<file path="src/rtl/jk_mod_counter_if.sv">
// jk_mod_counter_if: control inputs and count outputs of the modulo-N JK counter
interface jk_mod_counter_if #(
  parameter int WIDTH = 4
);
  logic             en_i;
  logic             up_i;
  logic             load_i;
  logic [WIDTH-1:0] d_i;
  logic [WIDTH-1:0] q_o;
  logic             tc_o;
  logic             wrap_o;
  modport master (output en_i, up_i, load_i, d_i, input q_o, tc_o, wrap_o);
  modport slave  (input en_i, up_i, load_i, d_i, output q_o, tc_o, wrap_o);
endinterface

</file>
<file path="src/rtl/jk_mod_counter.sv">
// jk_mod_counter: modulo-N up/down counter built from JK toggle stages with load, TC and WRAP
module jk_mod_counter #(
  parameter int WIDTH   = 4,
  parameter int MODULUS = 10
) (
  input logic             clk,
  input logic             rst,
  jk_mod_counter_if.slave bus
);
  localparam logic [WIDTH:0] MOD  = (WIDTH+1)'(MODULUS);
  localparam logic [WIDTH:0] LAST = (WIDTH+1)'(MODULUS - 1);
  logic [WIDTH-1:0] q_q, q_d, j, k;
  logic             wrap_q, tc, at_top, at_zero, d_ok;
  always_comb begin
    at_top  = {1'b0, q_q} == LAST;
    at_zero = q_q == '0;
    d_ok    = {1'b0, bus.d_i} < MOD;
    tc      = bus.en_i & ~bus.load_i & ((bus.up_i & at_top) | (~bus.up_i & at_zero));
    q_d     = bus.load_i ? (d_ok ? bus.d_i : LAST[WIDTH-1:0]) :
              ~bus.en_i  ? q_q :
              bus.up_i   ? (at_top ? '0 : q_q + WIDTH'(1)) :
                           (at_zero ? LAST[WIDTH-1:0] : q_q - WIDTH'(1));
    j       = q_q ^ q_d;
    k       = q_q ^ q_d;
  end
  // each bit is a JK stage: Q+ = J&~Q | ~K&Q with J = K = toggle term
  always_ff @(posedge clk or posedge rst) begin
    if (rst) begin
      q_q    <= '0;
      wrap_q <= 1'b0;
    end else begin
      q_q    <= (j & ~q_q) | (~k & q_q);
      wrap_q <= tc;
    end
  end
  assign bus.q_o    = q_q;
  assign bus.tc_o   = tc;
  assign bus.wrap_o = wrap_q;
endmodule
</file>
<file path="src/flat_wrapper.sv">
// flat-port wrapper written by rule: the top's interface ports become plain ports
module jk_mod_counter_flat 
#(
  parameter int WIDTH   = 4,
  parameter int MODULUS = 10
)
  (clk, rst, bus_en_i, bus_up_i, bus_load_i, bus_d_i, bus_q_o, bus_tc_o, bus_wrap_o);
  jk_mod_counter_if #(.WIDTH(WIDTH)) bus_i ();
  input logic clk;
  input logic rst;
  input wire logic [$bits(bus_i.en_i)-1:0] bus_en_i;
  input wire logic [$bits(bus_i.up_i)-1:0] bus_up_i;
  input wire logic [$bits(bus_i.load_i)-1:0] bus_load_i;
  input wire logic [$bits(bus_i.d_i)-1:0] bus_d_i;
  output wire logic [$bits(bus_i.q_o)-1:0] bus_q_o;
  output wire logic [$bits(bus_i.tc_o)-1:0] bus_tc_o;
  output wire logic [$bits(bus_i.wrap_o)-1:0] bus_wrap_o;
  assign bus_i.en_i = bus_en_i;
  assign bus_i.up_i = bus_up_i;
  assign bus_i.load_i = bus_load_i;
  assign bus_i.d_i = bus_d_i;
  assign bus_q_o = bus_i.q_o;
  assign bus_tc_o = bus_i.tc_o;
  assign bus_wrap_o = bus_i.wrap_o;
  jk_mod_counter #(.WIDTH(WIDTH), .MODULUS(MODULUS)) u_core (.clk(clk), .rst(rst), .bus(bus_i));
endmodule
</file>
<file path="config.mk">
export PLATFORM = sky130hd
export DESIGN_NAME = jk_mod_counter_flat
export DESIGN_NICKNAME = d
export VERILOG_FILES = /design/src/rtl/jk_mod_counter_if.sv /design/src/rtl/jk_mod_counter.sv /design/src/flat_wrapper.sv
export SDC_FILE = /design/constraint.sdc
export NUM_CORES = 1
export LEC_CHECK = 0
export BUFFER_PORTS_ARGS = -buffer_cell sky130_fd_sc_hd__buf_2
export CORE_AREA = 4 4 41 43
export CTS_BUF_LIST = sky130_fd_sc_hd__clkbuf_16
export CTS_CLUSTER_SIZE = 25
export DETAILED_ROUTE_END_ITERATION = 12
export DIE_AREA = 0 0 45 47
export PLACE_DENSITY = 0.59
export SKIP_CTS_REPAIR_TIMING = 1
export SYNTH_ARGS = -nofsm -noshare
export SYNTH_HDL_FRONTEND = slang
export SYNTH_SLANG_ARGS = --single-unit
</file>
<file path="constraint.sdc">
create_clock -name clk -period 1.6 [get_ports clk]
set_input_delay 0 -clock clk [delete_from_list [all_inputs] [get_ports clk]]
set_output_delay 0 -clock clk [all_outputs]
set_load 0.03 [all_outputs]
</file>
Word level (Yosys, flattened, before mapping)
Cells that the tools add are included.
- bits of input ports: 9
- word-level logic and storage cells: 26
- register bits after elaboration: 5
- reduce and logical (&&, ||, !) cells: 1
- add/subtract/negate cells: 2
- multiplexer cells: 6
- order comparisons: 1
- bitwise gates (word level): 13
- eq/ne operators: 1
- operators with widths (kind ; number):
    4-bit two-way mux ; 6
    4-bit AND ; 2
    4-bit inverter ; 2
    4-bit by 1-bit adder with 4-bit output, second input constant ; 1
    1-bit AND ; 4
    4-bit equality test, second input constant ; 1
    4-bit zero test ; 1
    4-bit < comparator, second input constant ; 1
    4-bit OR ; 1
    4-bit by 1-bit subtractor with 4-bit output, second input constant ; 1
    4-bit XOR ; 1
    1-bit inverter ; 2
    1-bit OR ; 1

Depth between registers and ports, before layout
Gate-level depths: netlist (run 1).
- depth after elaboration: 9
- gate-level depth with buffers: 5

Worst setup path after synthesis (run 1)
Ideal clock, no wire load.
- path type: flip-flop to flip-flop
- start point: register u_core.q_q[0] (netlist: u_core.bus.q_o[0])
- end point: register u_core.wrap_q (netlist: u_core.bus.wrap_o)
- arrival: 2.204 ns
- setup time: 0.240 ns
- required time: 1.360 ns
- cell stages (with the launch flop): 6
- path buffers: 0
- path slack: -0.844 ns
- period minus slack after synthesis: 2.444 ns
- path through: dfrtp_1 > inv_1 > ha_1 > nor2b_1 > a21oi_1 > nor4b_1
- cells in the longest elaborated chain, start to end: 4
- elaborated cells on any way between the ends: 6
- those cells by class: 1 x eq/ne; 4 x bitwise; 1 x reduce/logical
- RTL lines (what ; RTL line ; source):
    from (decl) ; jk_mod_counter.sv:12 ; logic [WIDTH-1:0] q_q, q_d, j, k;
    from (signal assigned) ; jk_mod_counter.sv:32 ; q_q <= (j & ~q_q) | (~k & q_q);
    4-bit equality test or 4-bit zero test (tied branches) ; jk_mod_counter.sv:15, jk_mod_counter.sv:16 ;
    1-bit AND ; jk_mod_counter.sv:18 ; tc = bus.en_i & ~bus.load_i & ((bus.up_i & at_top) | (~bus.up_i & at_zero));
    1-bit OR (*) ; jk_mod_counter.sv:18 ;
    1-bit AND (*) ; jk_mod_counter.sv:18 ;
    net bus_tc_o ; flat_wrapper.sv:16 ; output wire logic [$bits(bus_i.tc_o)-1:0] bus_tc_o;
    to (signal assigned) ; jk_mod_counter.sv:33 ; wrap_q <= tc;
    to (decl) ; jk_mod_counter.sv:13 ; logic wrap_q, tc, at_top, at_zero, d_ok;
Mark *: on every way through the listed nets, which the timed path passes. The rest lies on a longest branch.

Worst setup path in the final report (run 1)
- start point: register u_core.q_q[0] (netlist: u_core.bus.q_o[0])
- end point: output port bus_tc_o
- cells in the longest elaborated chain, start to end: 4
- elaborated cells on any way between the ends: 6
- those cells by class: 1 x eq/ne; 4 x bitwise; 1 x reduce/logical
- RTL lines (what ; RTL line):
    4-bit equality test or 4-bit zero test (tied branches) ; jk_mod_counter.sv:15, jk_mod_counter.sv:16
    1-bit AND ; jk_mod_counter.sv:18
    1-bit OR (*) ; jk_mod_counter.sv:18
    1-bit AND (*) ; jk_mod_counter.sv:18
    to (decl) ; flat_wrapper.sv:16
Every way passes the cells marked *; elsewhere a longest branch is shown, timed or not.

==> reports/qor.txt, run 1 <==
Maximum root-to-sink buffer count -> 2
Grt ovf -> 0
Hold Crit Start -> bus_d_i[0]
CP max stage cell -> dfrtp_2
Top cell type's share of synthesized area -> 26.5%
Detail Placement HPWL -> 969 um
H-tree levels -> 1
Fin. max-slew vios -> 0
Hold Slack -> 40.6 ps
WL/cell -> 15.3 um
Crit Reg-Reg Startpoint -> u_core.bus.q_o[0]
Fin worst setup slack -> -10.9 ps
Total Wirelength -> 1330 um
Vias in the first global route -> 408
Fin nets -> 85
Largest net degree at the start of global routing -> 12
Row Count -> 13
Synth top area cells -> dfrtp_1, ha_1, clkbuf_8
CTS sink count -> 5
CP Class -> flip-flop to output pin
Root buffer cell -> clkbuf_16
PwrDens -> 1160 mW/mm^2
CP max FO -> 8
Initial Utilization -> 36.3%
CP Capture Type -> output pin
DRT iter0 DRCs -> 5
Final setup viols -> 1
RSZ-0062 raised after global routing -> yes
Failing checks -> negative setup slack
Main flop type after synthesis -> dfrtp_1
Overall fraction of global-route tracks in use -> 15.1%
TritonCTS buffer count -> 3
Leak Pwr -> 0.327 nW
Port buffer count -> 14
Setup Skew -> 1.40 ps
Commonest non-fill, non-tap cells in the layout -> buf_2, inv_1, buf_4
Warnings from Yosys -> 0
Final Hold Vio Count -> 0
Power Internal -> 0.566 mW
Clk slew on worst S/H paths -> 30 ps
Final worst path period share -> 101%
Max_cap viols -> 0
Drt pass-1 iters -> 2
Area leader, netlist -> dfrtp_1
Worst min path class -> primary input to flip-flop
Critical path's largest stage delay -> 450 ps
Full die area -> 0.00212 mm^2
Power, Total -> 0.796 mW
Post-route non-filler standard cell count -> 87
RePlAce Congestion -> 0.717
Crit path required time -> 1600 ps
Post-synthesis cell type count -> 30
Net Sw Frac -> 28.8%
Post-Syn Instances -> 52
Post-synthesis register bit count -> 5
TritonCTS clock tree -> yes
Area grow syn2layout -> 45.0%
Placed insts -> 79
NetSw -> 0.229 mW
Initial antenna violation count -> 0
Sequential-to-total area share from yosys stat -> 26.5%
Worst VDD drop -> 0.000827 V
Core Area -> 0.00130 mm^2
ANT cells -> 0
Skew-Pair Late Insertion Delay -> 230 ps
FFs w/ async S/R, synth -> 100%
Critical Path Start -> u_core.bus.q_o[0]
Post-Synthesis Cell Area -> 473 um^2
Fin Setup TNS -> -10.9 ps
Vias per cell -> 5.24
Vias -> 456
Place WS -> 92.5 ps
Logic pwr share -> 28.2%
IO Pins -> 15
Number of flops mapped to enable cells by yosys -> 0
Status -> finished with violations
Die X -> 45 um
Post-route ant nets -> 0
Commonest non-fill, non-tap cell in the layout -> buf_2
Share of power burned in the clock network -> 51.3%
Syn Area/Cell -> 9.10 um^2
First-pass GRT wire length -> 2130 um
CP arrival -> 1610 ps
Critical Path Start Type -> flip-flop
Drt drc -> 0
Post-layout min period -> 1610 ps
Crit-path cells -> inv_2, ha_4, nor2b_4, a21oi_2, nor4b_4, buf_6
Synthesized net count -> 64
Die height -> 47 um
Part of the power in registers -> 20.5%
Tightest Pin Transition -> 317 ps
F_max -> 621 MHz
Share of layout cells above drive strength 1 -> 43.1%
Worst slew margin -> 78.9%
-- cell families after synthesis --
group           Yosys count  synth area share [%]
simple gates             17                  22.0
compound gates           16                  25.9
buf+inv                  10                  15.3
flops                     5                  26.5
fa+ha+maj                 3                  7.94
mux                       1                  2.38
-- cell type report --
class                           count  area, um^2
Clock buffer                        3        75.1
Clock inverter                      1        3.75
Fill cell                         127         616
Inverter                            6        22.5
Multi-Input combinational cell     37         314
Sequential cell                     5         128
Tap cell                           15        18.8
Timing Repair Buffer               20         124
-- path summary, 6_finish.rpt --
path                            slack [ps]                end  depth (start not counted)
max in group asynchronous             1170  u_core.bus.q_o[1]                          3
worst max register to register          60  u_core.bus.q_o[2]                          5
worst max-delay path                   -10           bus_tc_o                          6
worst min-delay path                    40  u_core.bus.q_o[0]                          3
worst min register to register         630  u_core.bus.wrap_o                          2
min in group asynchronous              230  u_core.bus.wrap_o                          3
-- flip-flops by register name, summed over array words and instances (netlist names) --
name               cells
u_core.bus.q_o         4
u_core.bus.wrap_o      1
-- synthesized netlist by cell type (2+ instances only) --
cell / number
nor2b_1: 2
buf_6: 2
nand2_1: 2
dfrtp_1: 5
nor3b_1: 3
a21oi_1: 3
a32oi_1: 2
nor2_1: 3
inv_1: 6
clkbuf_8: 2
ha_1: 3
-- per-layer routing --
layer  part of all wire, %  up-vias  track usage (%)  routed length [um]
met2                    43       12             19.2                 567
met1                    51      206             20.0                 679
met3                   2.6        4             4.60                  35
met5                     0        -                0                   0
li1                      -      234                -                   -
met4                   3.8        0             14.0                  51
-- power by group through the flow --
stage | clock (mW) | sequential, mW | combinational [mW]
2_1_floorplan | 0 | 0.189 | 0.133
3_3_place_gp | 0 | 0.163 | 0.212
3_5_place_dp | 0 | 0.165 | 0.208
4_1_cts | 0.418 | 0.163 | 0.209
5_1_grt | 0.427 | 0.167 | 0.245
6_report | 0.408 | 0.163 | 0.224
-- worst max-delay path, delay by kind of cell, from the launching register on --
kind,cells,cell delay (ps)
simple gates,2,420
buf+inv,2,280
fa+ha+maj,1,150
compound gates,1,80
flops,1,450
-- through the flow --
stage	instance area, um^2	utilization, %
2_1_floorplan	514	-
3_3_place_gp	568	43.7
3_5_place_dp	568	43.7
4_1_cts	647	49.7
5_1_grt	686	52.7
6_report	686	52.7
No activity file was read; power rests on OpenSTA's default activity.
==> run 2, diff against run 1 <==
--- a/config.mk
+++ b/config.mk
@@ -11,6 +11,7 @@
 export CTS_CLUSTER_SIZE = 25
 export DETAILED_ROUTE_END_ITERATION = 12
 export DIE_AREA = 0 0 45 47
+export MAX_ROUTING_LAYER = met4
 export PLACE_DENSITY = 0.59
 export SKIP_CTS_REPAIR_TIMING = 1
 export SYNTH_ARGS = -nofsm -noshare
==> constraint.sdc (replaced) <==
create_clock -name clk -period 1.8 [get_ports clk]
set_input_delay 0 -clock clk [delete_from_list [all_inputs] [get_ports clk]]
set_output_delay 0 -clock clk [all_outputs]
set_load 0.03 [all_outputs]
==> run 2 against run 1 <==
  * The run now ends clean
  * Largest cell class unchanged
  * Total power decreased by 14%
  * Sequential cell count is the same
  * Setup slack better by 100 ps
  * Final cell count fell by 2.3%
  * Critical endpoint unchanged
==> reports/qor.txt, run 2 (same netlist as run 1, synthesis figures left out) <==
Status -> finished, final reports clean
TritonCTS clock tree -> yes
Full die area -> 0.00212 mm^2 (unchanged)
Crit-path cells -> inv_1, ha_2, nor2b_4, a21oi_1, nor4b_4, buf_4
Skew-Pair Late Insertion Delay -> 230 ps (about the same)
Area after DPL -> 534 um^2 (-5.9%)
Tightest Pin Transition -> 305 ps (-11.2 ps)
Largest net degree at the start of global routing -> 12 (unchanged)
Net Sw Frac -> 28.4% (-0.39 points)
Initial antenna violation count -> 0 (unchanged)
Clk slew on worst S/H paths -> 30 ps (about the same)
CP arrival -> 1710 ps (+100 ps)
Post-layout util -> 50.2% (-2.5 points)
Crit path required time -> 1800 ps (+200 ps)
Hold path depth -> 3 (unchanged)
CTS sink count -> 5 (unchanged)
Power Internal -> 0.492 mW (-13%)
Final Hold Vio Count -> 0 (unchanged)
FF/Latch Area -> 128 um^2 (unchanged)
Total Wirelength -> 1230 um (-7.7%)
Post-route ant nets -> 0 (unchanged)
Largest register FFs -> 4 (unchanged)
Detail Placement HPWL -> 868 um (-10%)
Area grow syn2layout -> 38.1%
Commonest non-fill, non-tap cell in the layout -> buf_2
WL/cell -> 14.5 um (-5.5%)
Critical Path Start Type -> flip-flop
H-tree levels -> 1 (unchanged)
RePlAce Congestion -> 0.839 (+17%)
Drt pass-1 iters -> 4 (+2)
Post-route non-filler standard cell count -> 85 (-2.3%)
Worst VDD drop -> 0.000473 V (-43%)
CP Capture Type -> output pin
CP max FO -> 7 (-1)
Final worst path period share -> 94.9%
F_max -> 586 MHz
Hold Slack -> 43.4 ps (+2.81 ps)
Drt drc -> 0 (unchanged)
Logic pwr share -> 26.4% (-1.8 points)
CP Class -> flip-flop to output pin
Area of the multi-input gates -> 300 um^2 (-4.4%)
Fin. max-slew vios -> 0 (unchanged)
Vias -> 459 (+0.66%)
Crit Reg-Reg Startpoint -> u_core.bus.q_o[0]
Part of the power in registers -> 21.1% (+0.6 points)
Overall fraction of global-route tracks in use -> 13.8% (-1.3 points)
Grt ovf -> 0 (unchanged)
Worst slew margin -> 79.6% (+0.75 points)
Reg2reg path depth -> 5 (unchanged)
Row Count -> 13 (unchanged)
Final instance area -> 653 um^2 (-4.7%)
IO Pins -> 15 (unchanged)
DRT iter0 DRCs -> 14 (+9)
ANT cells -> 0 (unchanged)
Leak Pwr -> 0.316 nW (-3.5%)
Max_cap viols -> 0 (unchanged)
Vias per cell -> 5.40 (+3.0%)
Final setup viols -> 0 (-1)
Commonest non-fill, non-tap cells in the layout -> buf_2, inv_1, buf_4
Die height -> 47 um (unchanged)
Post-layout min period -> 1710 ps
Share of layout cells above drive strength 1 -> 37.1% (-5.9 points)
Setup Skew -> 2.57 ps (+1.17 ps)
Maximum root-to-sink buffer count -> 2 (unchanged)
Core Area -> 0.00130 mm^2 (unchanged)
Die X -> 45 um (unchanged)
Placed insts -> 78 (-1.3%)
Critical path's largest stage delay -> 450 ps (about the same)
WP buf/inv -> 2 (unchanged)
CP top delay family -> flip-flops
CP max stage cell -> dfrtp_2
Port buffer count -> 14 (unchanged)
Fill cell count -> 138 (+8.7%)
Share of power burned in the clock network -> 52.5% (+1.2 points)
Initial Utilization -> 36.3% (unchanged)
Hold Crit Start -> bus_d_i[3]
RR Endpoint -> u_core.bus.q_o[2]
Fin nets -> 83 (-2.4%)
Worst Hold End -> u_core.bus.q_o[3]
NetSw -> 0.196 mW (-15%)
Setup slack, reg-to-reg -> 200 ps (+140 ps)
Vias in the first global route -> 420 (+2.9%)
First-pass GRT wire length -> 1940 um (-9.1%)
TritonCTS buffer count -> 3 (unchanged)
PwrDens -> 1050 mW/mm^2 (-9.2%)
Worst min path class -> primary input to flip-flop
Root buffer cell -> clkbuf_16
==> run 2: cell type report <==
cell class	count	share of cell area (%)
multi-input cells	37	46.0
flip-flops and latches	5	19.5
repair buffers	18	16.1
clock buffers	3	11.5
inverters	6	3.45
well taps	15	2.87
clock inverters	1	0.575
==> run 2: stage by stage <==
stage | setup TNS, ps | worst slack [ps] | total power, mW
floorplan | 0 | 20.8 | 0.272
global placement | 0 | 190 | 0.312
detailed placement | 0 | 173 | 0.310
CTS | -64.1 | -64.1 | 0.679
global route | -6.80 | -6.80 | 0.727
finish | 0 | 92.1 | 0.688
==> run 2: tightest hold or removal path, stage by stage <==
cell and delay [ps]:
buf_2 90, a21oi_1 70, o31ai_1 70
==> run 2: worst max path at each step <==
| stage | from | endpoint | cells past startpoint |
|---|---|---|---|
| 2_1_floorplan | u_core.bus.q_o[0] | u_core.bus.wrap_o | 5 |
| 3_3_place_gp | u_core.bus.q_o[0] | bus_tc_o | 6 |
| 3_5_place_dp | u_core.bus.q_o[0] | bus_tc_o | 6 |
| 4_1_cts | u_core.bus.q_o[0] | bus_tc_o | 6 |
| 5_1_grt | u_core.bus.q_o[0] | bus_tc_o | 6 |
| 6_report | u_core.bus.q_o[0] | bus_tc_o | 6 |
==> run 2: power by group through the flow <==
stage / sequential (mW) / combinational [mW] / clock (mW)
4_1_cts: 0.144 / 0.166 / 0.369
3_3_place_gp: 0.146 / 0.166 / 0
5_1_grt: 0.148 / 0.198 / 0.381
2_1_floorplan: 0.166 / 0.106 / 0
6_report: 0.145 / 0.181 / 0.361
3_5_place_dp: 0.145 / 0.165 / 0
==> run 2: per-layer routing <==
layer	GRT usage (%)	share of wire, %	vias to the layer above
li1	-	-	232
met1	16.8	47	210
met2	20.1	47	15
met3	3.83	4.4	2
met4	8.77	1.5	0
met5	-	0	-
==> run 3, diff against run 2 <==
==> constraint.sdc (replaced) <==
create_clock -name clk -period 1.8 [get_ports clk]
set_input_delay 0.27 -clock clk [delete_from_list [all_inputs] [get_ports clk]]
set_output_delay 0.27 -clock clk [all_outputs]
set_load 0.03 [all_outputs]
==> run 3 against run 2 <==
  * The run now ends with negative setup slack left
  * Critical path type unchanged
  * Highest routed layer unchanged
  * Clock power is essentially flat
  * Die area unchanged
  * Utilization grew 1.9 points
  * Cell area increased by 3.8%
  * Combinational power rose by 11%
  * Maximum frequency down 11%
  * Via count grew 3.3%
  * Non-clock buffer count is 1 higher
  * Register-to-register slack worse by 110 ps
  * Clock skew barely moved
  * Clock-buffer cell count is the same
==> reports/qor.txt, run 3 (same netlist as run 1, synthesis figures left out) <==
CP Class -> flip-flop to output pin
Drt drc -> 0 (unchanged)
Worst Hold End -> u_core.bus.q_o[0]
CP max stage cell -> dfrtp_2
IO Pins -> 15 (unchanged)
Post-layout util -> 52.1% (+1.9 points)
Clk slew on worst S/H paths -> 30 ps (about the same)
Setup slack, reg-to-reg -> 90 ps (-110 ps)
Worst min path class -> primary input to flip-flop
Status -> finished with violations
CP top delay family -> simple AND/OR/NAND/NOR gates
Grt ovf -> 0 (unchanged)
Max_cap viols -> 0 (unchanged)
Skew-Pair Late Insertion Delay -> 230 ps (about the same)
Fin nets -> 84 (+1.2%)
Tightest Pin Transition -> 392 ps (+86.2 ps)
Commonest non-fill, non-tap cell in the layout -> buf_2
Full die area -> 0.00212 mm^2 (unchanged)
Worst slew margin -> 73.9% (-5.7 points)
First-pass GRT wire length -> 1860 um (-3.9%)
Port buffer count -> 14 (unchanged)
Area grow syn2layout -> 43.4%
Reg2reg path depth -> 6 (+1)
Final worst path period share -> 106% (+11 points)
TritonCTS buffer count -> 3 (unchanged)
Post-route non-filler standard cell count -> 86 (+1.2%)
Power, Total -> 0.710 mW (+3.2%)
Row Count -> 13 (unchanged)
Final Hold Vio Count -> 0 (unchanged)
Hold Slack -> 311 ps (+268 ps)
Vias -> 474 (+3.3%)
Share of layout cells above drive strength 1 -> 42.3% (+5.1 points)
CTS sink count -> 5 (unchanged)
Crit path required time -> 1530 ps (-270 ps)
Initial Utilization -> 36.3% (unchanged)
Post-route ant nets -> 0 (unchanged)
Fin worst setup slack -> -112 ps (-204 ps)
Worst VDD drop -> 0.000452 V (-4.4%)
PwrDens -> 1050 mW/mm^2 (-0.60%)
Hold Crit Start -> bus_d_i[0]
Fin Setup TNS -> -112 ps (-112 ps)
Initial antenna violation count -> 0 (unchanged)
Critical path's largest stage delay -> 390 ps (-60 ps)
Leak Pwr -> 0.322 nW (+2.0%)
RSZ-0062 raised after global routing -> yes
Drt pass-1 iters -> 4 (unchanged)
Crit Reg-Reg Startpoint -> u_core.bus.q_o[0]
F_max -> 523 MHz (-11%)
Post-layout min period -> 1910 ps (+204 ps)
Final setup viols -> 1 (+1)
Commonest non-fill, non-tap cells in the layout -> buf_2, inv_1, buf_4
Core Area -> 0.00130 mm^2 (unchanged)
TritonCTS clock tree -> yes
H-tree levels -> 1 (unchanged)
CP max FO -> 5 (-2)
CP arrival -> 1640 ps (-70 ps)
Overall fraction of global-route tracks in use -> 13.4% (-0.41 points)
CP Capture Type -> output pin
Fin. max-slew vios -> 0 (unchanged)
WL/cell -> 16.1 um (+11%)
Critical Path Start Type -> flip-flop
Hold path depth -> 3 (unchanged)
Die height -> 47 um (unchanged)
Largest register FFs -> 4 (unchanged)
Vias in the first global route -> 418 (-0.48%)
Failing checks -> negative setup slack
ANT cells -> 0 (unchanged)
Root buffer cell -> clkbuf_16
Detail Placement HPWL -> 867 um (-0.17%)
Crit-path cells -> inv_2, ha_4, nor2b_4, a21oi_2, nor4b_4, buf_6
RePlAce Congestion -> 0.899 (+7.1%)
RR Endpoint -> u_core.bus.q_o[2]
WP buf/inv -> 2 (unchanged)
Die X -> 45 um (unchanged)
Largest net degree at the start of global routing -> 12 (unchanged)
Setup Skew -> 2.56 ps (-0.00837 ps)
Total Wirelength -> 1390 um (+13%)
Fill cell count -> 128 (-7.2%)
DRT iter0 DRCs -> 17 (+3)
Placed insts -> 79 (+1.3%)
Vias per cell -> 5.51 (+2.1%)
Maximum root-to-sink buffer count -> 2 (unchanged)
## run 3: worst max-delay path by stage
stage,start,endpoint,slack (ps),depth (start not counted)
2_1_floorplan,u_core.bus.q_o[0],bus_tc_o,10,5
3_3_place_gp,u_core.bus.q_o[0],bus_tc_o,100,6
3_5_place_dp,u_core.bus.q_o[0],bus_tc_o,50,6
4_1_cts,u_core.bus.q_o[0],bus_tc_o,-250,6
5_1_grt,u_core.bus.q_o[0],bus_tc_o,-150,6
6_report,u_core.bus.q_o[1],bus_tc_o,-110,6
## run 3: area by class of cell
type | instances | area, um^2 | share of cell area [%]
Inverter | 6 | 22.5 | 3.32
Clock buffer | 3 | 75.1 | 11.1
Clock inverter | 1 | 3.75 | 0.554
Multi-Input combinational cell | 37 | 314 | 46.3
Timing Repair Buffer | 19 | 116 | 17.2
Tap cell | 15 | 18.8 | 2.77
Sequential cell | 5 | 128 | 18.8
## run 3: power breakdown
part | internal, mW | switching, mW | total (mW) | leakage, nW
sequential | 0.126 | 0.0202 | 0.146 | 0.0607
combinational | 0.0880 | 0.113 | 0.201 | 0.219
clock | 0.288 | 0.0746 | 0.362 | 0.0423
## run 3: per-layer routing
metal / vias to the layer above / global-route usage, % / part of all wire, %
li1: 230 / - / -
met1: 216 / 15.9 / 42
met2: 25 / 20.1 / 49
met3: 3 / 2.30 / 7.4
met4: 0 / 10.5 / 1.5
met5: - / - / 0
## run 3: through the flow
step / area [um^2] / worst slack, ps
after floorplan: 500 / 12.1
after global placement: 554 / 97.4
after detailed placement: 554 / 54.6
after CTS: 633 / -251
after global routing: 678 / -145
final: 678 / -112
## run 3: tightest hold or removal path, delay by kind of cell
family,cells,cell delay [ps]
AO/OA/AOI/OAI,1,90
buffers and inverters,2,140
